**config.mk**
```make
export PLATFORM = sky130hd
export DESIGN_NAME = yarp_writeback
export DESIGN_NICKNAME = d
export VERILOG_FILES = /design/src/rtl/yarp_pkg.sv /design/src/rtl/yarp_load_align.sv /design/src/rtl/yarp_writeback.sv
export SDC_FILE = /design/constraint.sdc
export NUM_CORES = 1
export LEC_CHECK = 0
export ABC_AREA = 1
export CORE_ASPECT_RATIO = 1.1
export CORE_MARGIN = 2
export CORE_UTILIZATION = 40
export DETAILED_ROUTE_END_ITERATION = 6
export PLACE_DENSITY = 0.77
export SLEW_MARGIN = 20
export SYNTH_ARGS = -nofsm -noshare
export SYNTH_HDL_FRONTEND = slang
export SYNTH_SLANG_ARGS = --single-unit
```
**constraint.sdc**
```tcl
create_clock -name clk -period 3.55 [get_ports clk]
set_input_delay 0.71 -clock clk [delete_from_list [all_inputs] [get_ports clk]]
set_output_delay 0.71 -clock clk [all_outputs]
set_load 0.005 [all_outputs]
```
**src/rtl/yarp_pkg.sv**
```systemverilog
// Shared types for the YARP writeback stage: result-source select, load size,
// and the writeback FSM states.
package yarp_pkg;

   localparam int XLEN_DEFAULT = 32;

   typedef enum logic [1:0] {
      WB_ALU = 2'd0,
      WB_MEM = 2'd1,
      WB_PC4 = 2'd2,
      WB_IMM = 2'd3
   } wb_sel_t;

   typedef enum logic [1:0] {
      SZ_BYTE = 2'd0,
      SZ_HALF = 2'd1,
      SZ_WORD = 2'd2
   } mem_size_t;

   typedef enum logic {
      IDLE     = 1'b0,
      WAIT_RSP = 1'b1
   } wb_state_t;

endpackage

```
**src/rtl/yarp_load_align.sv**
```systemverilog
// Combinational load-data aligner: picks the byte/half/word out of the raw
// memory word and sign- or zero-extends it to XLEN.
module yarp_load_align
   import yarp_pkg::*;
#(
   parameter int XLEN = XLEN_DEFAULT
) (
   input  logic [31:0]     word_i,
   input  logic [1:0]      size_i,
   input  logic [1:0]      lsb_i,
   input  logic            zero_extnd_i,
   output logic [XLEN-1:0] data_o
);

   logic [7:0]  byte_sel;
   logic [15:0] half_sel;

   always_comb begin
      byte_sel = word_i[{lsb_i, 3'b000} +: 8];
      half_sel = lsb_i[1] ? word_i[31:16] : word_i[15:0];
      data_o   = '0;
      // Size 3 is not a legal encoding and falls through to the word case.
      case (mem_size_t'(size_i))
         SZ_BYTE: begin
            data_o       = {XLEN{~zero_extnd_i & byte_sel[7]}};
            data_o[7:0]  = byte_sel;
         end
         SZ_HALF: begin
            data_o       = {XLEN{~zero_extnd_i & half_sel[15]}};
            data_o[15:0] = half_sel;
         end
         default: begin
            data_o       = {XLEN{~zero_extnd_i & word_i[31]}};
            data_o[31:0] = word_i;
         end
      endcase
   end

endmodule

```
**src/rtl/yarp_writeback.sv**
```systemverilog
// Writeback stage: selects the result source, waits for load responses with a
// bounded timeout, and drives the register-file write port.
module yarp_writeback
   import yarp_pkg::*;
#(
   parameter int XLEN        = XLEN_DEFAULT,
   parameter int RSP_TIMEOUT = 16
) (
   input  logic            clk,
   input  logic            reset,
   input  logic            instr_valid_i,
   output logic            ready_o,
   input  logic [4:0]      rd_addr_i,
   input  logic [1:0]      wb_sel_i,
   input  logic [XLEN-1:0] alu_res_i,
   input  logic [XLEN-1:0] pc_i,
   input  logic [XLEN-1:0] imm_i,
   input  logic [1:0]      mem_size_i,
   input  logic            mem_zero_extnd_i,
   input  logic [1:0]      mem_addr_lsb_i,
   input  logic            mem_rsp_valid_i,
   input  logic [XLEN-1:0] mem_rsp_data_i,
   output logic            rf_wr_en_o,
   output logic [4:0]      rf_rd_addr_o,
   output logic [XLEN-1:0] rf_wr_data_o,
   output logic            load_pend_o,
   output logic [4:0]      load_pend_rd_o,
   output logic            timeout_err_o
);

   localparam int CW = (RSP_TIMEOUT > 1) ? $clog2(RSP_TIMEOUT) : 1;

   wb_state_t       state_q, state_d;
   logic [CW-1:0]   cnt_q, cnt_d;
   logic            wr_en_q, wr_en_d;
   logic [4:0]      wr_addr_q, wr_addr_d;
   logic [XLEN-1:0] wr_data_q, wr_data_d;
   logic            pend_q, pend_d;
   logic [4:0]      pend_rd_q, pend_rd_d;
   logic [1:0]      size_q, size_d;
   logic            zx_q, zx_d;
   logic [1:0]      lsb_q, lsb_d;
   logic            tmo_q, tmo_d;
   logic [XLEN-1:0] load_data;
   logic [XLEN-1:0] direct_res;
   logic            tmo_hit;

   yarp_load_align #(.XLEN(XLEN)) u_align (
      .word_i       (mem_rsp_data_i[31:0]),
      .size_i       (size_q),
      .lsb_i        (lsb_q),
      .zero_extnd_i (zx_q),
      .data_o       (load_data)
   );

   assign ready_o = (state_q == IDLE);

   always_comb begin
      case (wb_sel_t'(wb_sel_i))
         WB_PC4:  direct_res = pc_i + XLEN'(4);
         WB_IMM:  direct_res = imm_i;
         default: direct_res = alu_res_i;
      endcase
      tmo_hit = (RSP_TIMEOUT != 0) && (cnt_q == CW'(RSP_TIMEOUT - 1));
   end

   // Handshake: an instruction is taken when instr_valid_i && ready_o; a load
   // response is consumed only while WAIT_RSP, anything else is dropped.
   always_comb begin
      state_d   = state_q;
      cnt_d     = cnt_q;
      wr_en_d   = 1'b0;
      wr_addr_d = wr_addr_q;
      wr_data_d = wr_data_q;
      pend_d    = pend_q;
      pend_rd_d = pend_rd_q;
      size_d    = size_q;
      zx_d      = zx_q;
      lsb_d     = lsb_q;
      tmo_d     = 1'b0;
      case (state_q)
         IDLE: begin
            if (instr_valid_i) begin
               if (wb_sel_t'(wb_sel_i) == WB_MEM) begin
                  state_d   = WAIT_RSP;
                  cnt_d     = '0;
                  pend_d    = 1'b1;
                  pend_rd_d = rd_addr_i;
                  size_d    = mem_size_i;
                  zx_d      = mem_zero_extnd_i;
                  lsb_d     = mem_addr_lsb_i;
               end else if (rd_addr_i != 5'd0) begin
                  wr_en_d   = 1'b1;
                  wr_addr_d = rd_addr_i;
                  wr_data_d = direct_res;
               end
            end
         end
         WAIT_RSP: begin
            if (mem_rsp_valid_i) begin
               state_d = IDLE;
               pend_d  = 1'b0;
               if (pend_rd_q != 5'd0) begin
                  wr_en_d   = 1'b1;
                  wr_addr_d = pend_rd_q;
                  wr_data_d = load_data;
               end
            end else if (tmo_hit) begin
               state_d = IDLE;
               pend_d  = 1'b0;
               tmo_d   = 1'b1;
            end else begin
               cnt_d = cnt_q + CW'(1);
            end
         end
         default: state_d = IDLE;
      endcase
   end

   always_ff @(posedge clk) begin
      if (reset) begin
         state_q   <= IDLE;
         cnt_q     <= '0;
         wr_en_q   <= 1'b0;
         wr_addr_q <= '0;
         wr_data_q <= '0;
         pend_q    <= 1'b0;
         pend_rd_q <= '0;
         size_q    <= '0;
         zx_q      <= 1'b0;
         lsb_q     <= '0;
         tmo_q     <= 1'b0;
      end else begin
         state_q   <= state_d;
         cnt_q     <= cnt_d;
         wr_en_q   <= wr_en_d;
         wr_addr_q <= wr_addr_d;
         wr_data_q <= wr_data_d;
         pend_q    <= pend_d;
         pend_rd_q <= pend_rd_d;
         size_q    <= size_d;
         zx_q      <= zx_d;
         lsb_q     <= lsb_d;
         tmo_q     <= tmo_d;
      end
   end

   assign rf_wr_en_o     = wr_en_q;
   assign rf_rd_addr_o   = wr_addr_q;
   assign rf_wr_data_o   = wr_data_q;
   assign load_pend_o    = pend_q;
   assign load_pend_rd_o = pend_rd_q;
   assign timeout_err_o  = tmo_q;

endmodule

```
==> Yosys cells after proc, flatten, opt, wreduce, memory -nomap -nowiden <==
Index checks and enable logic that the tools add are counted.
{ "word_totals": {"in_bits": 144, "out_inout_bits": 46, "word_cells": 77, "reg_bits": 55} }
{ "op_classes": {"n_eq_ne": 14, "add_sub_neg": 2, "reduce_logical": 8, "n_bitwise": 4, "muxes": 37, "shifts": 1} }
{ "ops": {"columns": ["op", "n"], "rows": [
  ["32-bit case mux with 2 select lines", 3],
  ["32-bit two-way mux", 5],
  ["32-bit by 3-bit adder with 32-bit output, second input constant", 1],
  ["32-bit by 6-bit variable part select with 8-bit output", 1],
  ["5-bit two-way mux", 5],
  ["16-bit two-way mux", 1],
  ["4-bit two-way mux", 4],
  ["1-bit two-way mux", 14],
  ["2-bit != test, second input constant", 5],
  ["5-bit case mux with 2 select lines", 1],
  ["5-bit nonzero test", 2],
  ["4-bit case mux with 2 select lines", 1],
  ["2-bit by 1-bit != test with 1-bit output, second input constant", 3],
  ["1-bit case mux with 2 select lines", 3],
  ["3-bit AND reduction", 2],
  ["5-bit AND reduction", 1],
  ["4-bit by 1-bit adder with 4-bit output, second input constant", 1],
  ["2-bit by 1-bit == test with 1-bit output, second input constant", 2],
  ["2-bit == test, second input constant", 2],
  ["4-bit == test, second input constant", 1],
  ["4-bit AND reduction", 1],
  ["3-bit by 2-bit != test with 1-bit output, second input constant", 1],
  ["3-bit OR reduction", 1],
  ["1-bit bitwise AND", 2],
  ["other kinds (2)", 3]
]} }

==> Depth between registers and ports, before layout <==
{ "logic_depth": {"word_depth": 6, "mapped_depth": 12, "mapped_depth_nobuf": 11} }

==> Modules after synthesis <==
Synthesis repeated with hierarchy kept, for this count alone.
{ "unflattened": {"hier_cells": 780, "hier_area_um2": 4590.7} }
{ "by_module_without_submodules": {"columns": ["module", "seq_area_each_um2", "cells_each", "area_per_inst_um2", "instances"], "rows": [
  ["yarp_writeback", 1101.1, 626, 3652.3, 1],
  ["yarp_load_align", 0.0, 154, 938.4, 1]
]} }

==> Worst setup path after synthesis <==
No wires, ideal clock.
{ "synth_path": {"kind": "input to register", "start": "in pc_i[2]", "end": "reg wr_data_q[28] (netlist: rf_wr_data_o[28])", "path_stages": 10, "n_path_buf": 0, "path_slack_ps": 1711, "required_ps": 3438, "arrival_time_ps": 1727, "setup_time_ps": 112, "cell_sequence": "ha_1 -> nand2_1 -> nor2_2 -> nand3_1 -> inv_1 -> nand3_1 -> nand3_1 -> nand2_1 -> nand2_1 -> nand2_1"} }
{ "synth_via": {"elab_chain_cells": 6} }
{ "synth_lines": {"columns": ["element", "line_no", "text"], "rows": [
  ["start, declared", "yarp_writeback.sv:16", "input logic [XLEN-1:0] pc_i,"],
  ["32-bit by 3-bit adder with 32-bit output", "yarp_writeback.sv:60", "WB_PC4: direct_res = pc_i + XLEN'(4);"],
  ["32-bit case mux with 2 select lines", "yarp_writeback.sv:59", "case (wb_sel_t'(wb_sel_i))"],
  ["32-bit two-way mux", "yarp_writeback.sv:92", "end else if (rd_addr_i != 5'd0) begin"],
  ["32-bit two-way mux", "yarp_writeback.sv:84", "if (wb_sel_t'(wb_sel_i) == WB_MEM) begin"],
  ["32-bit two-way mux", "yarp_writeback.sv:83", "if (instr_valid_i) begin"],
  ["32-bit case mux with 2 select lines", "yarp_writeback.sv:81", "case (state_q)"],
  ["end signal, assigned", "yarp_writeback.sv:138", "wr_data_q <= wr_data_d;"],
  ["end, declared", "yarp_writeback.sv:37", "logic [XLEN-1:0] wr_data_q, wr_data_d;"]
]} }
Every way passes these cells. The select of a mux whose other input is x is not followed.
A chain may end at the register's enable or synchronous reset.

==> Worst setup path after layout <==
{ "layout_path": {"start": "in wb_sel_i[1]", "end": "reg wr_data_q[17] (netlist: rf_wr_data_o[17])"} }
{ "layout_via": {"elab_chain_cells": 6, "elab_cells_between_ends": 10, "cone_classes": "eq/ne (4); mux (5); reduce/logical (1)"} }
{ "layout_lines": {"columns": ["element", "line_no", "text"], "rows": [
  ["start, declared", "yarp_writeback.sv:14", "input logic [1:0] wb_sel_i,"],
  ["2-bit == test", "yarp_writeback.sv:59", null],
  ["32-bit case mux with 2 select lines", "yarp_writeback.sv:59", null],
  ["32-bit two-way mux", "yarp_writeback.sv:92", null],
  ["32-bit two-way mux", "yarp_writeback.sv:84", null],
  ["32-bit two-way mux", "yarp_writeback.sv:83", null],
  ["32-bit case mux with 2 select lines", "yarp_writeback.sv:81", null]
]} }
Several ways; a longest one is shown, not always the timed one. The select of a mux whose other input is x is not followed.

==> flow_summary_export.csv <==
group,metric,value,unit
synth,yosysSeqAreaShare,25.8,%
detailed_routing,dr_total_vias,5615,
timing,unrepaired_setup_endpoints_after_global_routing,"false",
cts,clock_insertion_delay_worst_skew,0.30,ns
placement,routabilityCongestion,0.926,
floorplan,start_util,41.1,%
grt,gr-total-overflow,0,
synth,synth_area_per_cell,5.59,um^2
cts,cts_buffer_depth,2,
setup_path,worst_setup_path_start_kind,"input port",
timing,max_slew.worst_pin.slew,0.893,ns
cts,post_cts.resized_instances,0,
grt,number_of_global_route_vias_before_repair,5136,
setup_path,r2r_start,"state_q$_SDFF_PP0_",
placement,postPlaceCellArea,6260,um^2
job,timing.max_cap.violations,0,
grt,initial_antenna_violation_count,0,
synth,synth_compound_gate_area_share,20.0,%
detailed_routing,drt-total-wl,16400,um
setup_path,critical_path.max_fanout,27,
finish,final_common_cell,"sky130_fd_sc_hd__nand2_1",
synth,ys_ff_latch,55,
detailed_routing,route.detailed.vias_per_inst,5.20,
hold_path,hold_path_class,"flop to flop",
timing,fmaxAchievable,0.376,GHz
finish,most_frequent_cells_in_the_layout,"293 x sky130_fd_sc_hd__nand2_1, 189 x sky130_fd_sc_hd__clkdlybuf4s50_1, 80 x sky130_fd_sc_hd__a21oi_1",
cts,post_cts_hold_buffer_count,0,
finish,finish.net_count,1081,
placement,place_hpwl,13000,um
synth,synth.lib_cells_used.distinct,28,
timing,setup-violations-final,0,
floorplan,io_pins,190,
synth,area_fraction_in_and_or_nand_and_nor_cells_after_synthesis,43.4,%
synth,yosys_warnings,0,
floorplan,core_area,10400,um^2
detailed_routing,routed_wirelength_normalized_by_instance_count,15.2,um
grt,grt_first_pass_wirelength,25800,um
synth,postSynthCellCount,764,
cts,cts_num_sinks,55,
placement,numPortBuffers,189,
timing,worst_slew_margin_rel,40.4,%
synth,synth_top_family_by_area,"simple AND/OR/NAND/NOR gates",
finish,final_layout_size_suffix_gt1_share,3.31,%
finish,seq_area,1100,um^2
detailed_routing,initialDrtViolationCount,402,
timing,final.hold.worst_slack,0.456,ns
placement,dp.cells,1071,
timing,final-max-slew-violation-count,0,
timing,clock_skew_after_layout,0.00887,ns
finish,design_area,6410,um^2
finish,final-instance-count-excl-fill,1079,
hold_path,worst_hold_path.endpoint,"rf_wr_data_o[29]$_SDFFE_PP0P_",
detailed_routing,route.detailed.drc,0,
synth,synth.mux.area_fraction,0.468,%
timing,min_period_over_period,74.9,%
setup_path,timing.critical_path.to_type,"flop",
synth,number_of_nets_produced_by_synthesis,910,
grt,globalRouteTotalUtil,28.5,%
synth,synthAdderAreaFrac,0.585,%
cts,tritoncts,"built",
cts,post-cts-setup-buffer-count,0,
power,power_density,278,nW/um^2
cts,cts-root-buf,"sky130_fd_sc_hd__clkbuf_16",
setup_path,r2r_cells,7,
finish,layout.filler_cells,1037,
finish,area.growth.synth_to_final,50.0,%
floorplan,fp.dieW,103,um
setup_path,critical_path_required,3.74,ns
setup_path,arrival_time_of_data_at_the_critical_path_endpoint,2.85,ns
outcome,outcome,"finished clean",
timing,timing.setup.tns,0,ns
power,ir_drop,0.215,mV
timing,hold_violations,0,
floorplan,area_of_the_die,11500,um^2
finish,multi_input_comb_area,2760,um^2
setup_path,reg2reg_to,"cnt_q[3]$_SDFFE_PP0P_",
hold_path,critical_hold_path_startpoint,"rf_wr_data_o[29]$_SDFFE_PP0P_",
cts,cts-buffers-inserted,5,
synth,synth_xor_area_share,0.205,%
floorplan,number_of_placement_rows,39,
grt,grt_start_max_net_pins,42,
setup_path,worst-setup-path-type,"input port to flop",
hold_path,min_delay_path_depth,2,
power,cellLeakagePower,2.83,nW
timing,period_minus_slack,2.66,ns
floorplan,floorplan.die.height,112,um
setup_path,r2r_slack,1.04,ns
detailed_routing,drt_pass1_iterations,5,
detailed_routing,ant_nets,0,
cts,clock_tree.htree_level_count,2,
cts,clk_pin_slew,0.07,ns
finish,insertedDiodeCount,0,
synth,post_synth_instance_area,4270,um^2
-- synthesized netlist by cell type --
| master | number | area share (%) |
|---|---|---|
| sky130_fd_sc_hd__nor3_1 | 2 | 0.23 |
| sky130_fd_sc_hd__nand2_1 | 293 | 26 |
| sky130_fd_sc_hd__nor2_1 | 65 | 5.7 |
| sky130_fd_sc_hd__dfxtp_1 | 55 | 26 |
| sky130_fd_sc_hd__clkbuf_1 | 18 | 1.6 |
| sky130_fd_sc_hd__nand2_2 | 5 | 0.73 |
| sky130_fd_sc_hd__o21ai_0 | 37 | 4.3 |
| sky130_fd_sc_hd__nor4_1 | 1 | 0.15 |
| sky130_fd_sc_hd__buf_4 | 2 | 0.35 |
| sky130_fd_sc_hd__nand3_1 | 75 | 8.8 |
| sky130_fd_sc_hd__xor2_1 | 1 | 0.20 |
| sky130_fd_sc_hd__mux2i_1 | 2 | 0.47 |
| sky130_fd_sc_hd__a21oi_1 | 80 | 9.4 |
| sky130_fd_sc_hd__inv_1 | 63 | 5.5 |
| sky130_fd_sc_hd__buf_1 | 1 | 0.088 |
| sky130_fd_sc_hd__ha_1 | 2 | 0.59 |
| sky130_fd_sc_hd__o21bai_1 | 5 | 0.88 |
| sky130_fd_sc_hd__nand4_1 | 10 | 1.5 |
| sky130_fd_sc_hd__a221oi_1 | 16 | 3.3 |
| sky130_fd_sc_hd__o21ai_4 | 1 | 0.38 |
| sky130_fd_sc_hd__o211ai_1 | 4 | 0.70 |
| sky130_fd_sc_hd__a22o_1 | 5 | 1.0 |
| sky130_fd_sc_hd__buf_2 | 12 | 1.4 |
| sky130_fd_sc_hd__nor2_4 | 1 | 0.26 |
| sky130_fd_sc_hd__inv_2 | 4 | 0.35 |
| sky130_fd_sc_hd__nor2_2 | 2 | 0.29 |
| sky130_fd_sc_hd__buf_6 | 1 | 0.26 |
| sky130_fd_sc_hd__clkinv_1 | 1 | 0.088 |
-- state kept, by name, indices dropped and copies added, names as in the netlist --
signal,flops
rf_wr_data_o,32
load_pend_rd_o,5
rf_rd_addr_o,5
cnt_q,4
lsb_q,2
size_q,2
load_pend_o,1
rf_wr_en_o,1
state_q,1
timeout_err_o,1
zx_q,1
-- worst max path at each step --
stage,startpoint,end
2_1_floorplan,pc_i[2],rf_wr_data_o[28]$_SDFFE_PP0P_
3_3_place_gp,wb_sel_i[1],rf_wr_data_o[16]$_SDFFE_PP0P_
3_5_place_dp,wb_sel_i[1],rf_wr_data_o[7]$_SDFFE_PP0P_
6_report,wb_sel_i[1],rf_wr_data_o[17]$_SDFFE_PP0P_
5_1_grt,wb_sel_i[1],rf_wr_data_o[17]$_SDFFE_PP0P_
4_1_cts,wb_sel_i[1],rf_wr_data_o[7]$_SDFFE_PP0P_
-- cell families after synthesis --
logic type | Yosys count
AOI/OAI and AO/OA | 148
xor gates and xnor gates | 1
adders and majority gates | 2
buffers and inverters | 102
DFF | 55
muxes | 2
and+or+nand+nor | 454
-- through the flow --
| stage | power (mW) | util [%] | setup slack [ns] |
|---|---|---|---|
| 2_1_floorplan | 0.950 | - | 1.71 |
| 3_3_place_gp | 1.28 | 60.2 | 0.669 |
| 3_5_place_dp | 1.28 | 60.2 | 0.598 |
| 4_1_cts | 1.79 | 61.7 | 0.906 |
| 5_1_grt | 1.88 | 61.7 | 0.681 |
| 6_report | 1.79 | 61.7 | 0.892 |
-- layout make-up --
cell class / instances / share of cell area [%]
Multi-Input combinational cell: 607 / 43.1
Timing Repair Buffer: 198 / 30.6
Sequential cell: 55 / 17.2
Inverter: 68 / 3.98
Tap cell: 143 / 2.79
Clock buffer: 5 / 1.95
Clock inverter: 3 / 0.449
-- power by group --
| part | internal [mW] | switching, mW |
|---|---|---|
| registers | 0.658 | 0.0285 |
| logic | 0.301 | 0.290 |
| clock network | 0.269 | 0.239 |
-- routing by layer --
metal | wire length (um) | global-route usage, % | vias to the layer above
li1 | - | - | 2851
met1 | 6610 | 36.1 | 2475
met2 | 7530 | 46.4 | 246
met3 | 1470 | 6.04 | 43
met4 | 781 | 12.1 | 0
met5 | 0 | 0 | -
-- critical path: stages --
cell and delay [ns]:
sky130_fd_sc_hd__clkdlybuf4s50_1 0.43, sky130_fd_sc_hd__inv_2 0.30, sky130_fd_sc_hd__a21oi_1 0.15, sky130_fd_sc_hd__nand3_1 0.13, sky130_fd_sc_hd__nand2_1 0.23, sky130_fd_sc_hd__nand2_2 0.48
sky130_fd_sc_hd__inv_1 0.22, sky130_fd_sc_hd__nand3_1 0.14, sky130_fd_sc_hd__nand2_1 0.05
No activity file was read; power rests on OpenSTA's default activity.
